$ cat src/rtl/reg_ctrl_pkg.sv
// Shared definitions for the latch register-file controller: FSM encoding,
// default geometry and requester identifiers.
package reg_ctrl_pkg;

    localparam int unsigned DATA_W_DEF  = 8;
    localparam int unsigned REG_NUM_DEF = 4;
    localparam int unsigned ADDR_W_DEF  = 2;

    localparam logic PORT_A = 1'b0;
    localparam logic PORT_B = 1'b1;

    typedef enum logic [2:0] {
        StIdle    = 3'd0,
        StWSetup  = 3'd1,
        StWStrobe = 3'd2,
        StWHold   = 3'd3,
        StRRead   = 3'd4
    } state_e;

endpackage

$ cat src/rtl/rr_arbiter2.sv
// Two-requester round-robin arbiter. Grants are combinational and only issued
// while en_i is high; the last winner is remembered to break ties.
module rr_arbiter2
    import reg_ctrl_pkg::*;
(
    input  logic clk_i,
    input  logic rst_i,
    input  logic en_i,
    input  logic req_a_i,
    input  logic req_b_i,
    output logic gnt_a_o,
    output logic gnt_b_o
);

    logic last_q;

    always_comb begin
        gnt_a_o = en_i & req_a_i & (~req_b_i | (last_q == PORT_B));
        gnt_b_o = en_i & req_b_i & (~req_a_i | (last_q == PORT_A));
    end

    // Reset to B so that A wins the first tie.
    always_ff @(posedge clk_i) begin
        if (rst_i) begin
            last_q <= PORT_B;
        end else if (gnt_a_o) begin
            last_q <= PORT_A;
        end else if (gnt_b_o) begin
            last_q <= PORT_B;
        end
    end

endmodule

$ cat src/rtl/reg_file_arbiter.sv
// Sequences a latch-based register file shared by two requesters. Latch
// enables and data come straight from flops with setup/strobe/hold phasing.
module reg_file_arbiter
    import reg_ctrl_pkg::*;
#(
    parameter int unsigned DATA_W  = DATA_W_DEF,
    parameter int unsigned REG_NUM = REG_NUM_DEF,
    parameter int unsigned ADDR_W  = ADDR_W_DEF
) (
    input  logic                      clk,
    input  logic                      rst,
    input  logic                      a_req,
    input  logic                      a_we,
    input  logic [ADDR_W-1:0]         a_addr,
    input  logic [DATA_W-1:0]         a_wdata,
    output logic                      a_ack,
    output logic [DATA_W-1:0]         a_rdata,
    input  logic                      b_req,
    input  logic                      b_we,
    input  logic [ADDR_W-1:0]         b_addr,
    input  logic [DATA_W-1:0]         b_wdata,
    output logic                      b_ack,
    output logic [DATA_W-1:0]         b_rdata,
    output logic [DATA_W-1:0]         lat_d,
    output logic [REG_NUM-1:0]        lat_e,
    input  logic [REG_NUM*DATA_W-1:0] lat_q,
    output logic                      busy
);

    state_e               state_q, state_d;
    logic                 port_q, port_d;
    logic [ADDR_W-1:0]    addr_q, addr_d;
    logic [DATA_W-1:0]    lat_d_q, lat_d_d;
    logic [REG_NUM-1:0]   lat_e_q, lat_e_d;
    logic                 a_ack_q, a_ack_d;
    logic                 b_ack_q, b_ack_d;
    logic                 busy_q, busy_d;

    logic                 gnt_a, gnt_b;
    logic                 grant_we;
    logic [ADDR_W-1:0]    grant_addr;
    logic [DATA_W-1:0]    grant_wdata;
    logic [DATA_W-1:0]    words [REG_NUM];
    logic [DATA_W-1:0]    rd_word;

    rr_arbiter2 u_arb (
        .clk_i   (clk),
        .rst_i   (rst),
        .en_i    (state_q == StIdle),
        .req_a_i (a_req),
        .req_b_i (b_req),
        .gnt_a_o (gnt_a),
        .gnt_b_o (gnt_b)
    );

    always_comb begin
        grant_we    = gnt_b ? b_we    : a_we;
        grant_addr  = gnt_b ? b_addr  : a_addr;
        grant_wdata = gnt_b ? b_wdata : a_wdata;
    end

    // Every output is computed one state ahead so it can be taken from a flop.
    always_comb begin
        state_d = state_q;
        port_d  = port_q;
        addr_d  = addr_q;
        lat_d_d = lat_d_q;
        lat_e_d = '0;
        a_ack_d = 1'b0;
        b_ack_d = 1'b0;
        unique case (state_q)
            StIdle: begin
                if (gnt_a || gnt_b) begin
                    port_d = gnt_b ? PORT_B : PORT_A;
                    addr_d = grant_addr;
                    if (grant_we) begin
                        state_d = StWSetup;
                        lat_d_d = grant_wdata;
                    end else begin
                        state_d = StRRead;
                        a_ack_d = gnt_a;
                        b_ack_d = gnt_b;
                    end
                end
            end
            StWSetup: begin
                state_d         = StWStrobe;
                lat_e_d[addr_q] = 1'b1;
            end
            StWStrobe: begin
                state_d = StWHold;
                a_ack_d = (port_q == PORT_A);
                b_ack_d = (port_q == PORT_B);
            end
            StWHold: state_d = StIdle;
            StRRead: state_d = StIdle;
            default: state_d = StIdle;
        endcase
        busy_d = (state_d != StIdle);
    end

    always_ff @(posedge clk) begin
        if (rst) begin
            state_q <= StIdle;
            port_q  <= PORT_B;
            addr_q  <= '0;
            lat_d_q <= '0;
            lat_e_q <= '0;
            a_ack_q <= 1'b0;
            b_ack_q <= 1'b0;
            busy_q  <= 1'b0;
        end else begin
            state_q <= state_d;
            port_q  <= port_d;
            addr_q  <= addr_d;
            lat_d_q <= lat_d_d;
            lat_e_q <= lat_e_d;
            a_ack_q <= a_ack_d;
            b_ack_q <= b_ack_d;
            busy_q  <= busy_d;
        end
    end

    for (genvar i = 0; i < REG_NUM; i++) begin : g_words
        assign words[i] = lat_q[i*DATA_W +: DATA_W];
    end

    assign rd_word = words[addr_q];

    always_comb begin
        a_rdata = '0;
        b_rdata = '0;
        if (state_q == StRRead) begin
            if (port_q == PORT_A) begin
                a_rdata = rd_word;
            end else begin
                b_rdata = rd_word;
            end
        end
    end

    assign lat_d = lat_d_q;
    assign lat_e = lat_e_q;
    assign a_ack = a_ack_q;
    assign b_ack = b_ack_q;
    assign busy  = busy_q;

endmodule
$ cat config.mk
export PLATFORM = sky130hd
export DESIGN_NAME = reg_file_arbiter
export DESIGN_NICKNAME = d
export VERILOG_FILES = /design/src/rtl/reg_ctrl_pkg.sv /design/src/rtl/rr_arbiter2.sv /design/src/rtl/reg_file_arbiter.sv
export SDC_FILE = /design/constraint.sdc
export NUM_CORES = 1
export LEC_CHECK = 0
export BUFFER_PORTS_ARGS = -buffer_cell sky130_fd_sc_hd__buf_2
export CELL_PAD_IN_SITES_DETAIL_PLACEMENT = 0
export CELL_PAD_IN_SITES_GLOBAL_PLACEMENT = 1
export CORE_MARGIN = 2
export CORE_UTILIZATION = 29
export CTS_CLUSTER_SIZE = 12
export DETAILED_ROUTE_END_ITERATION = 8
export PLACE_DENSITY_LB_ADDON = 0.1
export SYNTH_ARGS = -nofsm -noshare
export SYNTH_HDL_FRONTEND = slang
export SYNTH_SLANG_ARGS = --single-unit
$ cat constraint.sdc
create_clock -name clk -period 1.8 [get_ports clk]
set_input_delay 0.27 -clock clk [delete_from_list [all_inputs] [get_ports clk]]
set_output_delay 0.27 -clock clk [all_outputs]
set_load 0.01 [all_outputs]
==> flow_summary.ini <==
[worst_hold_path]
min_from = a_wdata[7]
min_to = lat_d[7]
min_path_type = input pin to flip-flop
hold_depth = 3

[timing]
worst_pin_slew_ns = 0.576
period_needed_ns = 1.82
layout_setup_ws_ns = -0.0216
finalCritPeriodShare_pct = 101
setup_violations = 7
drv_slew = 0
max_freq_ghz = 0.549
max-slew-margin-rel_pct = 61.1
hold_viol = 0
finClkSkew_ns = 0.00487
rsz0062_at_grt = yes

[routing]
drc = 0
drtIter0Drc = 16
via_count = 1306
wirelength_um = 3770
ant_nets = 0
avgViaCountPerCell = 4.87
routedWlPerCell_um = 14.1
drt_first_pass_iters = 3

[synthesis]
synth_cell_types = 36
synthFlopType = dfxtp_1
ys_ff_latch = 22
yosysSeqAreaShare_pct = 34.2
synthArstFlopShare_pct = 0
syn-cell-area_um2 = 1290
synth_nets = 183
synth_top_cell_area_share_pct = 34.2
ys_warn_count = 0
syn_area_per_cell_um2 = 10.3
syn_inst = 125
synth_area_leaders = dfxtp_1 (34%), mux4_2 (14%), and2_1 (8.3%)
synth_edf_count = 0
synth_top_area_cell = dfxtp_1

[clocking]
htree_num_levels = 1
cts-root-buf = clkbuf_8
insertion_delay_ns = 0.27
cts_tree = yes
cts_hold_buffers = 0
cts_buffers = 3
clockBufferDepth = 2
cts.sinks = 22
clkTransAtPathRegs_ns = 0.08

[place]
place.gp.congestion = 0.764
io_buffers = 88
dp_hpwl_um = 2990
place_area_um2 = 1790
dp.cells = 263

[floorplanning]
fp-row-count = 24
ioPinCount = 89
die_w_um = 70.7
die_h_um = 70.7
core-area_um2 = 4320
dieArea_um2 = 4990
initial_utilization_pct = 29.8

[pwr]
power_frac_comb_pct = 36.6
ir_drop_uv = 359
power.density_nw_per_um2 = 871
p_int_mw = 1.18
p_seq_share_pct = 35.7
finalPower_mw = 1.71
p_switching_uw = 526
swShare_pct = 30.8
p_leak_nw = 0.955
clockPowerShare_pct = 27.7

[finish]
syn_to_final_growth_pct = 52.5
diodes = 0
fin_nets = 275
finalInstanceArea_um2 = 1970
fin_util_pct = 45.5
layout.cells.non_filler = 268
drive_above_1_share_pct = 60.6

[status]
status = finished, violations left
violations = negative setup slack

[worst_setup_path]
cp_slowest_stage_delay_ns = 0.51
crit_chain = buf_8 > mux4_2 > and2_1 > buf_2
slowest_stage = mux4_2
reg2reg_slack_ns = 0.20
cp_max_fo = 6
cp.arrival_ns = 1.55
r2r_cells = 4
r2r_end = lat_d[5]
cp-end-kind = output pin
reg2reg_from = state_q[2]
setup.worst_path.start = addr_q[0]
worstSetupStartpointType = flip-flop
crit_required_ns = 1.53
path_class = flip-flop to output pin

[global_routing]
antenna_found_initial = 0
grt_start_max_net_pins = 18
grt_overflow_total = 0
grt.total_usage_pct = 15.2
grt_pass1_vias = 1255
grt_pass1_wl_um = 6060

[flow_run]
drv_cap = 0
routing by layer:
layer	GRT usage, %	up-vias	part of all wire (%)
met5	0	-	0
met4	4.40	0	1.0
met3	3.85	4	7.9
met2	28.7	56	52
met1	16.7	604	39
li1	-	642	-
sequential cells by signal (all words and copies together), names as in the netlist:
signal and cells:
u_arb.last_q 1, state_q 3, port_q 1, addr_q 2
b_ack 1, lat_e 4, a_ack 1, busy 1
lat_d 8
worst max path at each step:
stage | slack (ns) | cells past startpoint | endpoint
finish | -0.02 | 4 | b_rdata[2]
detailed placement | 0.10 | 4 | lat_d[5]
global placement | 0.16 | 4 | lat_d[3]
CTS | -0.03 | 4 | a_rdata[2]
global route | -0.09 | 4 | a_rdata[6]
floorplan | 0.16 | 3 | a_rdata[2]
critical path, delay by kind of cell, from the launching register on:
| family | cells | cell delay, ns |
|---|---|---|
| simple gates | 1 | 0.15 |
| buf+inv | 2 | 0.26 |
| flops | 1 | 0.36 |
| mux | 1 | 0.51 |
stage by stage:
stage / setup slack [ns] / setup TNS [ns] / hold WS [ns]
detailed placement: 0.104 / 0 / 0.449
global route: -0.0950 / -0.975 / 0.249
finish: -0.0216 / -0.0577 / 0.251
global placement: 0.158 / 0 / 0.446
CTS: -0.0318 / -0.273 / 0.249
floorplan: 0.163 / 0 / 0.424
logic make-up (layout without fill, tap and decap cells):
logic type	after synthesis	in the layout	share of synthesized area, %
muxes	10	10	15.5
buffers and inverters	17	108	6.12
DFF	22	22	34.2
AOI/OAI and AO/OA	28	28	19.7
and+or+nand+nor	47	47	23.8
xor gates and xnor gates	1	1	0.680
area by class of cell:
type / count / area (µm²)
Inverter: 9 / 33.8
Fill cell: 452 / 2360
Clock buffer: 3 / 41.3
Clock inverter: 1 / 30.0
Sequential cell: 22 / 442
Timing Repair Buffer: 95 / 561
Tap cell: 52 / 65.1
Multi-Input combinational cell: 86 / 793
power by group through the flow:
stage	registers, mW	logic, mW	clock network (mW)
after floorplan	0.630	0.383	0
after global placement	0.616	0.582	0
after detailed placement	0.620	0.592	0
after CTS	0.611	0.602	0.481
after global routing	0.626	0.685	0.510
final	0.611	0.627	0.473
synth_stat cells, types with 2 or more instances:
cell type / instances
nand2b_1: 3
mux2i_1: 2
a221oi_2: 7
a211oi_1: 3
mux4_2: 8
nor4b_1: 2
buf_2: 3
nand2_1: 10
a22oi_1: 7
a211o_1: 2
a21oi_1: 4
nor2_1: 3
clkbuf_1: 3
inv_1: 9
and2_1: 17
dfxtp_1: 22
cell usage in the layout (no fill, tap or decap), drive strengths merged:
cell	n
a211o	2
a211oi	3
a21boi	2
a21oi	4
a221oi	8
a22oi	7
and2	18
and3	1
and3b	1
and4bb	1
buf	95
bufinv	1
clkbuf	3
dfxtp	22
inv	9
mux2i	2
mux4	8
nand2	10
nand2b	3
nand3	2
nand4	1
nor2	3
nor3	2
nor3b	1
nor4b	2
o21ai	1
o21bai	1
or2	1
or3	1
xnor2	1
timing repair:
action,CTS,global route
setup endpoints to repair,15,22
resized for setup,2,21
gates cloned,0,0
pin swaps,3,5
buffers inserted,1,0
(Power assumes the default switching activity.)
